$ cat config.mk
export PLATFORM = sky130hd
export DESIGN_NAME = rf_wb_arbiter
export DESIGN_NICKNAME = d
export VERILOG_FILES = /design/src/rtl/rf_pkg.sv /design/src/rtl/rf_wb_arbiter_rr_arbiter.sv /design/src/rtl/rf_wb_arbiter.sv
export SDC_FILE = /design/constraint.sdc
export NUM_CORES = 1
export LEC_CHECK = 0
export ABC_AREA = 1
export CAP_MARGIN = 20
export CORE_MARGIN = 2
export CORE_UTILIZATION = 35
export DETAILED_ROUTE_END_ITERATION = 8
export PLACE_DENSITY = 0.82
export SLEW_MARGIN = 20
export SYNTH_ARGS = -nofsm -noshare
export SYNTH_HDL_FRONTEND = slang
export SYNTH_HIERARCHICAL = 1
export SYNTH_SLANG_ARGS = --single-unit
$ cat constraint.sdc
create_clock -name clk -period 4 [get_ports clk]
set_input_delay 0.6 -clock clk [delete_from_list [all_inputs] [get_ports clk]]
set_output_delay 0.6 -clock clk [all_outputs]
set_load 0.1 [all_outputs]
$ cat src/rtl/rf_pkg.sv
// Shared constants for the register-file writeback path.
package rf_pkg;
   localparam int         XLEN     = 32;
   localparam int         AW       = 5;
   localparam logic [4:0] REG_ZERO = 5'd0;
   localparam int         NREQ_MAX = 8;

   // Index width that stays legal when only one requester exists.
   function automatic int idx_w(input int n);
      return (n > 1) ? $clog2(n) : 1;
   endfunction
endpackage

$ cat src/rtl/rf_wb_arbiter_rr_arbiter.sv
// Round-robin picker: first requester after ptr (wrapping) wins; en=0 masks all grants.
module rr_arbiter
   import rf_pkg::*;
#(
   parameter int N = 2
) (
   input  logic [N-1:0]          req,
   input  logic [idx_w(N)-1:0]   ptr,
   input  logic                  en,
   output logic [N-1:0]          gnt,
   output logic [idx_w(N)-1:0]   gid
);
   localparam int            PW = idx_w(N);
   localparam logic [PW:0]   NV = (PW+1)'(N);

   logic [PW:0]   sum;
   logic [PW-1:0] idx;
   logic          found;

   // ptr < N and offset <= N, so a single subtraction implements the modulo.
   always_comb begin
      gnt   = '0;
      gid   = '0;
      found = 1'b0;
      sum   = '0;
      idx   = '0;
      for (int i = 1; i <= N; i++) begin
         sum = {1'b0, ptr} + (PW+1)'(i);
         if (sum >= NV) sum = sum - NV;
         idx = sum[PW-1:0];
         if (en && !found && req[idx]) begin
            found    = 1'b1;
            gnt[idx] = 1'b1;
            gid      = idx;
         end
      end
   end
endmodule

$ cat src/rtl/rf_wb_arbiter.sv
// Shares the register-file write port among NREQ writeback sources through a
// round-robin grant and a one-stage registered write buffer with read bypass.
module rf_wb_arbiter #(
   parameter int NREQ = 2,
   parameter int XLEN = rf_pkg::XLEN,
   parameter int AW   = rf_pkg::AW
) (
   input  logic                          clk,
   input  logic                          rst,
   input  logic                          hold,
   input  logic [NREQ-1:0]               req_valid,
   input  logic [NREQ*AW-1:0]            req_addr,
   input  logic [NREQ*XLEN-1:0]          req_data,
   output logic [NREQ-1:0]               req_ready,
   input  logic [AW-1:0]                 rd_addr1,
   input  logic [AW-1:0]                 rd_addr2,
   output logic                          rf_we,
   output logic [AW-1:0]                 rf_waddr,
   output logic [XLEN-1:0]               rf_wdata,
   output logic [rf_pkg::idx_w(NREQ)-1:0] gnt_id,
   output logic                          byp1_hit,
   output logic                          byp2_hit,
   output logic [XLEN-1:0]               byp_data
);
   import rf_pkg::*;

   localparam int IDW = idx_w(NREQ);

   if (NREQ < 1 || NREQ > NREQ_MAX) begin : g_bad_nreq
      $error("rf_wb_arbiter: NREQ out of range");
   end

   logic [IDW-1:0]  ptr;
   logic [NREQ-1:0] gnt_p0;
   logic [IDW-1:0]  gid_p0;
   logic            xfer_p0;
   logic [AW-1:0]   win_addr_p0;
   logic [XLEN-1:0] win_data_p0;

   // Stage p0: arbitration and winner select (combinational).
   rr_arbiter #(.N(NREQ)) u_rr (
      .req (req_valid),
      .ptr (ptr),
      .en  (~hold),
      .gnt (gnt_p0),
      .gid (gid_p0)
   );

   assign req_ready = gnt_p0;
   assign xfer_p0   = |gnt_p0;

   always_comb begin
      win_addr_p0 = '0;
      win_data_p0 = '0;
      for (int i = 0; i < NREQ; i++) begin
         if (gnt_p0[i]) begin
            win_addr_p0 = req_addr[i*AW +: AW];
            win_data_p0 = req_data[i*XLEN +: XLEN];
         end
      end
   end

   // Stage p1: registered write buffer driving WE3/A3/WD3.
   always_ff @(posedge clk or posedge rst) begin
      if (rst) begin
         rf_we    <= 1'b0;
         rf_waddr <= '0;
         rf_wdata <= '0;
         gnt_id   <= '0;
         ptr      <= IDW'(NREQ - 1);
      end else if (xfer_p0) begin
         rf_we    <= (win_addr_p0 != AW'(REG_ZERO));
         rf_waddr <= win_addr_p0;
         rf_wdata <= win_data_p0;
         gnt_id   <= gid_p0;
         ptr      <= gid_p0;
      end else begin
         rf_we    <= 1'b0;
      end
   end

   assign byp1_hit = rf_we && (rd_addr1 == rf_waddr) && (rd_addr1 != AW'(REG_ZERO));
   assign byp2_hit = rf_we && (rd_addr2 == rf_waddr) && (rd_addr2 != AW'(REG_ZERO));
   assign byp_data = rf_wdata;
endmodule
# After elaboration in Yosys (flattened, before gate mapping)
# Index checks and enable logic that the tools add are counted.
word_totals:
  inputBits: 89
  out_inout_bits: 75
  ff_bits: 40
  elab_cells: 53
op_classes:
  n_mux: 20
  n_reduce_logical: 14
  bitwise_logic: 2
  n_eq_ne: 2
  order_cmp: 6
  addsub: 4
op_table:
  columns: ["op", "count"]
  rows:
  - ["$mux W32", 2]
  - ["$reduce_bool A5 Y1", 3]
  - ["$mux W1", 12]
  - ["$eq A5 B5 Y1", 2]
  - ["$mux W5", 2]
  - ["$logic_and A1 B1 Y1", 9]
  - ["$ge A2 B2 Y1 const B", 2]
  - ["$lt A1 B2 Y1 const B", 2]
  - ["$mux W2", 2]
  - ["$add A1 B1 Y2 const B", 1]
  - ["$add A1 B2 Y2 const B", 1]
  - ["$demux W1 S1", 2]
  - ["$ge A1 B1 Y1 const B", 2]
  - ["$or A2 B2 Y2", 1]
  - ["$reduce_or A2 Y1", 1]
  - ["$sub A1 B1 Y1 const B", 2]
  - ["$logic_not A1 Y1", 1]
  - ["$not A1 Y1", 1]

# Logic depth before layout (Yosys ltp)
# Gate-level depths: netlist (run 1).
depth:
  ltp_word: 15
  ltp_mapped: 9
  depth_no_buf: 9

# Hierarchy
# The synthesis (run 1) kept the hierarchy.
by_module_without_submodules:
  columns: ["module", "area_per_inst_um2", "seq_area_each_um2", "cells_each", "n_inst"]
  rows:
  - ["rf_wb_arbiter", 2209.6, 1002.2, 274, 1]
  - ["rr_arbiter", 26.3, 0.0, 6, 1]

# Worst setup path before layout (run 1)
# OpenSTA, ideal clock, no wires.
synth_path:
  path_kind: "reg2out"
  start: "register rf_waddr[0]"
  end: "output port byp2_hit"
  n_path_buf: 0
  arrival_ps: 2703
  path_slack_ps: 697
  path_stages_with_launch: 7
  required_ps: 3400
  cell_sequence: "dfrtp_1 > inv_1 > nand2_1 > nand2_1 > a21oi_1 > nand2_1 > nor2_1"
synth_via:
  elab_chain_len: 3
synth_lines:
  columns: ["item", "line", "text"]
  rows:
  - ["from (decl)", "rf_wb_arbiter.sv:18", "output logic [AW-1:0] rf_waddr,"]
  - ["from (signal assigned)", "rf_wb_arbiter.sv:73", "rf_waddr <= win_addr_p0;"]
  - ["$eq A5 B5 Y1", "rf_wb_arbiter.sv:83", "assign byp2_hit = rf_we && (rd_addr2 == rf_waddr) && (rd_addr2 != AW'(REG_ZERO));"]
  - ["$logic_and A1 B1 Y1 (2 in series)", "rf_wb_arbiter.sv:83", null]
  - ["to (decl)", "rf_wb_arbiter.sv:22", "output logic byp2_hit,"]
# Every way passes these cells.

# Final worst setup path (run 1)
layout_path:
  start: "input port req_valid[1]"
  end: "output port req_ready[1]"
layout_via:
  elab_chain_len: 8
  word_cells_on_any_way: 12
  classes_between: "mux (7); bitwise (1); reduce/logical (4)"
layout_lines:
  columns: ["item", "line", "text"]
  rows:
  - ["from (decl)", "rf_wb_arbiter.sv:11", "input logic [NREQ-1:0] req_valid,"]
  - ["$mux W1 (implied by the code) (2 in series)", "rf_wb_arbiter_rr_arbiter.sv:31", "if (en && !found && req[idx]) begin"]
  - ["$logic_and A1 B1 Y1", "rf_wb_arbiter_rr_arbiter.sv:31", null]
  - ["$mux W1", "rf_wb_arbiter_rr_arbiter.sv:31", null]
  - ["$logic_not A1 Y1", "rf_wb_arbiter_rr_arbiter.sv:31", null]
  - ["$logic_and A1 B1 Y1 (2 in series)", "rf_wb_arbiter_rr_arbiter.sv:31", null]
  - ["$mux W2 *", "rf_wb_arbiter_rr_arbiter.sv:31", null]
  - ["to (decl)", "rf_wb_arbiter.sv:14", "output logic [NREQ-1:0] req_ready,"]
# Mark *: on every way between the ends. The rest lies on a longest branch, timed or not. The select of a mux whose other input is x is not followed.

==> results.sh, run 1 <==
export IMPL_status="completed"
export IMPL_synth_distinct_cells=15
export IMPL_io_buffers=163
export IMPL_finClkSkew_ns=0.00660
export IMPL_p_leak_nw=1.71
export IMPL_grt_pass1_wl_um=10500
export IMPL_max_stage_delay_ns=0.49
export IMPL_placed_cells=480
export IMPL_crit_family="buffers and inverters"
export IMPL_hold_path_end="gnt_id"
export IMPL_final_common_cell="clkdlybuf4s50_1"
export IMPL_crit_top_cell="buf_4"
export IMPL_cts_setup_buffers=0
export IMPL_synthCells=280
export IMPL_post_route_period_util_pct=74.7
export IMPL_path_cells="clkdlybuf4s50_1, nand2_1, a21oi_4, buf_4, buf_4"
export IMPL_synth_area_um2=2240
export IMPL_critPathLaunchType="input port"
export IMPL_critPathArrivalTime_ns=2.39
export IMPL_ys_ff_latch=40
export IMPL_rows=29
export IMPL_die_x_um=83.9
export IMPL_cts_tree="yes"
export IMPL_drt_first_pass_iters=4
export IMPL_min_from="gnt_id"
export IMPL_die_height_um=83.9
export IMPL_min_path_type="reg2reg"
export IMPL_route_detailed_drc=0
export IMPL_switching_power_mw=1.38
export IMPL_vias_per_cell=4.67
export IMPL_timing_rr_end="rf_we"
export IMPL_grt_max_degree=41
export IMPL_fin_crit_ns=2.99
export IMPL_start_util_pct=35.6
export IMPL_fin_cells=488
export IMPL_syn_to_final_growth_pct=67.5
export IMPL_cts_buffers=5
export IMPL_drive_gt1_share_pct=4.62
export IMPL_yosys_warnings=6
export IMPL_setup_viol=0
export IMPL_overflow=0
export IMPL_pwr_share_clk_pct=13.4
export IMPL_final_cell_mix="clkdlybuf4s50_1, nand2_1, dfrtp_1, a22oi_1, inv_1"
export IMPL_r2r_cells=8
export IMPL_clockBufferDepth=2
export IMPL_tightest_slew_ns=0.986
export IMPL_die_area_um2=7040
export IMPL_hold_buffers=0
export IMPL_r2r_start="ptr"
export IMPL_drt_initial_drc_count=72
export IMPL_cp_slowest_cell="clkdlybuf4s50_1"
export IMPL_synth_area_per_cell_um2=7.99
export IMPL_synth_fp_nets=369
export IMPL_rsz0062_at_grt="false"
export IMPL_powerDensity_nw_per_um2=640
export IMPL_cap_violations=0
export IMPL_top_level_ports=164
export IMPL_worstSetupPathType="in2out"
export IMPL_slew_headroom_pct=34.0
export IMPL_cts_root_buf="clkbuf_8"
export IMPL_coreArea_um2=6280
export IMPL_r2r_slack_ns=1.78
export IMPL_path_clk_slew_ns=0.08
export IMPL_p_sw_share_pct=57.7
export IMPL_hold_viol_final=0
export IMPL_ys_top_cells_by_area="dfrtp_1, nand2_1, buf_4"
export IMPL_power_frac_seq_pct=22.8
export IMPL_antenna_found_initial=1
export IMPL_gp_congestion=0.807
export IMPL_track_usage_pct=18.4
export IMPL_htree_levels=2
export IMPL_ir_worst_vdd_v=0.000382
export IMPL_max_freq_mhz=335
export IMPL_synth_top_area_cell="dfrtp_1"
export IMPL_synth_top_cell_area_share_pct=43.6
export IMPL_hold_depth=2
export IMPL_vias=2279
export IMPL_grt_pass1_vias=2265
export IMPL_cts_sinks=40
export IMPL_final_nets=499
export IMPL_dpl_hpwl_um=5090
export IMPL_required_ns=3.40
export IMPL_final_antenna_net_count=0
export IMPL_fin_setup_tns_ns=0
export IMPL_clk_latency_ns=0.29
export IMPL_power_frac_comb_pct=63.8
export IMPL_wl_um=6590
export IMPL_path_buf_inv=3
export IMPL_critical_path_max_fanout=24
export IMPL_routedWlPerCell_um=13.5
export IMPL_diodes=0
export IMPL_slew_viol_final=0
export IMPL_seq_area_frac_synth_pct=44.8
export IMPL_intPower_mw=1.01
export IMPL_multiInputGateArea_um2=828
export IMPL_register_area_um2=1000
export IMPL_cts_resized=0
export IMPL_fill_cells=568
export IMPL_end_kind="output port"
[routing by layer]
| layer | track usage (%) | share of wire (%) | up-vias |
|---|---|---|---|
| met2 | 34.6 | 54 | 100 |
| met3 | 5.34 | 7.1 | 8 |
| met4 | 4.55 | 1.3 | 0 |
| met5 | 0 | 0 | - |
| met1 | 20.1 | 38 | 1054 |
| li1 | - | - | 1117 |
[cells in the mapped netlist]
cell,count
nand2_1,118
a21oi_1,5
nor2_4,2
o21ai_0,3
a22oi_1,23
buf_6,8
nor2_1,10
dfstp_2,1
o211ai_1,4
buf_4,34
o22ai_1,1
nand3_1,13
inv_1,18
dfrtp_1,39
inv_2,1
[area by class of cell]
| type | count | area share (%) |
|---|---|---|
| repair buffers | 165 | 43.7 |
| clock buffers | 5 | 1.84 |
| inverters | 19 | 1.90 |
| flip-flops and latches | 40 | 26.8 |
| well taps | 77 | 2.57 |
| multi-input cells | 179 | 22.1 |
| clock inverters | 3 | 1.14 |
[state kept, by name (all words and copies together), names as in the netlist]
| name | cells |
|---|---|
| gnt_id | 1 |
| rf_we | 1 |
| byp_data | 32 |
| rf_waddr | 5 |
| ptr | 1 |
[how the worst max path moves through the flow]
stage	from	end	cells after the start
finish	req_valid[1]	req_ready[1]	5
global route	hold	req_ready[1]	6
CTS	req_valid[1]	req_ready[1]	5
detailed placement	req_valid[1]	req_ready[1]	5
global placement	req_valid[1]	req_ready[1]	5
floorplan	rf_waddr[0]	byp2_hit	6
[worst register-to-register path, delay by kind of cell (launching register included)]
| kind | cells | cell delay [ns] |
|---|---|---|
| buffers and inverters | 2 | 0.14 |
| DFF | 1 | 0.58 |
| AOI/OAI and AO/OA | 1 | 0.33 |
| and+or+nand+nor | 5 | 1.10 |
[kinds of logic after synthesis]
| family | after synthesis | share of synthesized area (%) |
|---|---|---|
| compound gates | 36 | 11.1 |
| buf+inv | 61 | 18.6 |
| flops | 40 | 44.8 |
| simple gates | 143 | 25.4 |
[per-stage QoR]
stage                     power [mW]  hold WS (ns)  instance area [µm²]  utilization, %  setup slack, ns
after floorplan                 1.78         0.461                 2240               -            0.697
after global placement          2.07         0.463                 3630            57.9             1.05
after detailed placement        2.09         0.478                 3630            57.9            0.994
after CTS                       2.42         0.495                 3750            59.7            0.990
after global routing            2.49         0.522                 3750            59.7            0.911
final                           2.40         0.495                 3750            59.7             1.01
[power by group through the flow]
stage	sequential (mW)	clock, mW	combinational (mW)
floorplan	1.07	0	0.705
global placement	0.550	0	1.52
detailed placement	0.553	0	1.54
CTS	0.548	0.332	1.54
global route	0.559	0.355	1.57
finish	0.546	0.322	1.53
Power figures use the tool's default switching activity.
==> run 2, diff against run 1 <==
--- a/config.mk
+++ b/config.mk
@@ -8,9 +8,9 @@
 export ABC_AREA = 1
 export CAP_MARGIN = 20
 export CORE_MARGIN = 2
-export CORE_UTILIZATION = 35
+export CORE_UTILIZATION = 31
 export DETAILED_ROUTE_END_ITERATION = 8
-export PLACE_DENSITY = 0.82
+export PLACE_DENSITY = 0.77
 export SLEW_MARGIN = 20
 export SYNTH_ARGS = -nofsm -noshare
 export SYNTH_HDL_FRONTEND = slang
==> constraint.sdc (replaced) <==
create_clock -name clk -period 2.4 [get_ports clk]
set_input_delay 0.36 -clock clk [delete_from_list [all_inputs] [get_ports clk]]
set_output_delay 0.36 -clock clk [all_outputs]
set_load 0.1 [all_outputs]
==> run 2 against run 1 <==
Critical path depth did not move. Worst setup slack got worse by 0.73 ns. Sequential power rose by 67%. Sequential share of layout area rose by 0.72 points. First-iteration DRC count fell by 8.3%. Hold slack got worse by 0.11 ns. Core utilization fell by 6.6 points. Register-to-register slack got worse by 1.3 ns. Final area fell by 2.6%. Sequential cell count did not move.
==> results.sh, run 2 (synthesized netlist as in run 1, its figures left out) <==
export IMPL_status="completed"
export IMPL_r2r_slack_ns=0.50
export IMPL_coreArea_um2=6870
export IMPL_crit_cells=5
export IMPL_intPower_mw=1.52
export IMPL_critical_path_max_fanout=24
export IMPL_syn_to_final_growth_pct=63.2
export IMPL_r2r_start="ptr"
export IMPL_vias=2309
export IMPL_final_nets=502
export IMPL_overflow=0
export IMPL_slew_headroom_pct=45.7
export IMPL_start_util_pct=32.6
export IMPL_max_freq_mhz=473
export IMPL_ir_worst_vdd_v=0.000648
export IMPL_route_detailed_drc=0
export IMPL_fin_setup_tns_ns=0
export IMPL_largest_reg_flops=32
export IMPL_final_antenna_net_count=0
export IMPL_power_frac_comb_pct=65.0
export IMPL_placed_cells=502
export IMPL_rows=30
export IMPL_cts_buffers=5
export IMPL_grt_max_degree=36
export IMPL_hold_buffers=0
export IMPL_min_path_type="in2async"
export IMPL_final_common_cell="nand2_1"
export IMPL_antenna_found_initial=0
export IMPL_top_level_ports=164
export IMPL_io_buffers=163
export IMPL_powerDensity_nw_per_um2=1050
export IMPL_clk_latency_ns=0.29
export IMPL_end_kind="output port"
export IMPL_p_total_mw=3.84
export IMPL_final_util_pct=53.1
export IMPL_die_height_um=88.9
export IMPL_vias_per_cell=4.53
export IMPL_p_leak_nw=1.81
export IMPL_finClkSkew_ns=0.0120
export IMPL_setup_viol=0
export IMPL_path_cells="clkdlybuf4s50_1, nand2_1, a21oi_4, buf_4, buf_12"
export IMPL_cts_root_buf="clkbuf_8"
export IMPL_gp_congestion=0.825
export IMPL_critPathArrivalTime_ns=1.75
export IMPL_final_cell_mix="nand2_1, clkdlybuf4s50_1, buf_4, dfrtp_1, a22oi_1"
export IMPL_routedWlPerCell_um=13.3
export IMPL_place_area_um2=3570
export IMPL_critPathLaunchType="input port"
export IMPL_fin_cells=510
export IMPL_cts_resized=0
export IMPL_hold_viol_final=0
export IMPL_clockBufferDepth=2
export IMPL_p_sw_share_pct=60.3
export IMPL_power_frac_seq_pct=23.8
export IMPL_drt_initial_drc_count=66
export IMPL_track_usage_pct=16.4
export IMPL_final_area_um2=3650
export IMPL_rsz0062_at_grt="false"
export IMPL_cts_sinks=40
export IMPL_tightest_slew_ns=0.812
export IMPL_diodes=0
export IMPL_slew_viol_final=0
export IMPL_drt_first_pass_iters=4
export IMPL_die_x_um=88.9
export IMPL_required_ns=2.04
export IMPL_dpl_hpwl_um=5370
export IMPL_pwr_share_clk_pct=11.2
export IMPL_wl_um=6770
export IMPL_htree_levels=2
export IMPL_cp_slowest_cell="clkdlybuf4s50_1"
export IMPL_crit_path_start="req_valid[1]"
export IMPL_grt_pass1_wl_um=10100
export IMPL_drive_gt1_share_pct=22.7
export IMPL_max_stage_delay_ns=0.49
export IMPL_post_route_period_util_pct=88.0
export IMPL_switching_power_mw=2.32
export IMPL_grt_pass1_vias=2211
export IMPL_cts_tree="yes"
export IMPL_crit_family="buffers and inverters"
export IMPL_timing_rr_end="rf_waddr[3]"
export IMPL_r2r_cells=4
export IMPL_path_clk_slew_ns=0.07
export IMPL_fill_cells=657
export IMPL_cts_setup_buffers=0
export IMPL_path_buf_inv=3
export IMPL_fin_crit_ns=2.11
export IMPL_cap_violations=0
export IMPL_worstSetupPathType="in2out"
export IMPL_die_area_um2=7910
-- run 2: cell types whose count changed in the layout (fill, tap and decap cells not counted), moves of 2 or more --
| cell | delta |
|---|---|
| buf_12 | +4 |
| buf_4 | +70 |
| clkbuf_1 | +2 |
| clkdlybuf4s50_1 | -71 |
| nor2_1 | -2 |
-- run 2: worst max path at each step --
stage / endpoint / slack, ns
after floorplan: byp2_hit / -0.22
after global placement: rf_waddr[4] / 0.17
after detailed placement: gnt_id / 0.08
after CTS: req_ready[1] / 0.28
after global routing: rf_waddr[3] / 0.20
final: req_ready[1] / 0.29
-- run 2: area by class of cell --
type                            count  area (µm²)  area share, %
Clock buffer                        7        76.3           2.09
Clock inverter                      1        5.00          0.137
Inverter                           19        71.3           1.95
Multi-Input combinational cell    179         842           23.1
Sequential cell                    40        1000           27.5
Tap cell                           96         120           3.29
Timing Repair Buffer              168        1530           42.0
-- run 2: worst register-to-register path: cells and delay by family (launching register included) --
family                 cells  cell delay, ns
AO/OA/AOI/OAI              2            0.33
flip-flops                 1            0.59
AND/OR/NAND/NOR            1            0.64
buffers and inverters      1            0.26
-- run 2: metrics by stage --
stage | setup slack (ns) | hold slack (ns)
final | 0.288 | 0.386
after global placement | 0.165 | 0.493
after floorplan | -0.217 | 0.469
after detailed placement | 0.0844 | 0.510
after global routing | 0.195 | 0.416
after CTS | 0.278 | 0.393
-- run 2: routing by layer --
metal	vias up	wire length [µm]	global-route usage (%)
li1	1124	-	-
met1	1071	2550	17.8
met2	105	3560	30.3
met3	9	568	4.06
met4	0	97	6.34
met5	-	0	0
-- run 2: power by group through the flow --
stage | Clock, mW | Sequential (mW) | Combinational (mW)
floorplan | 0 | 1.78 | 1.18
global placement | 0 | 0.923 | 2.49
detailed placement | 0 | 0.926 | 2.51
CTS | 0.445 | 0.915 | 2.51
global route | 0.467 | 0.935 | 2.58
finish | 0.429 | 0.912 | 2.49
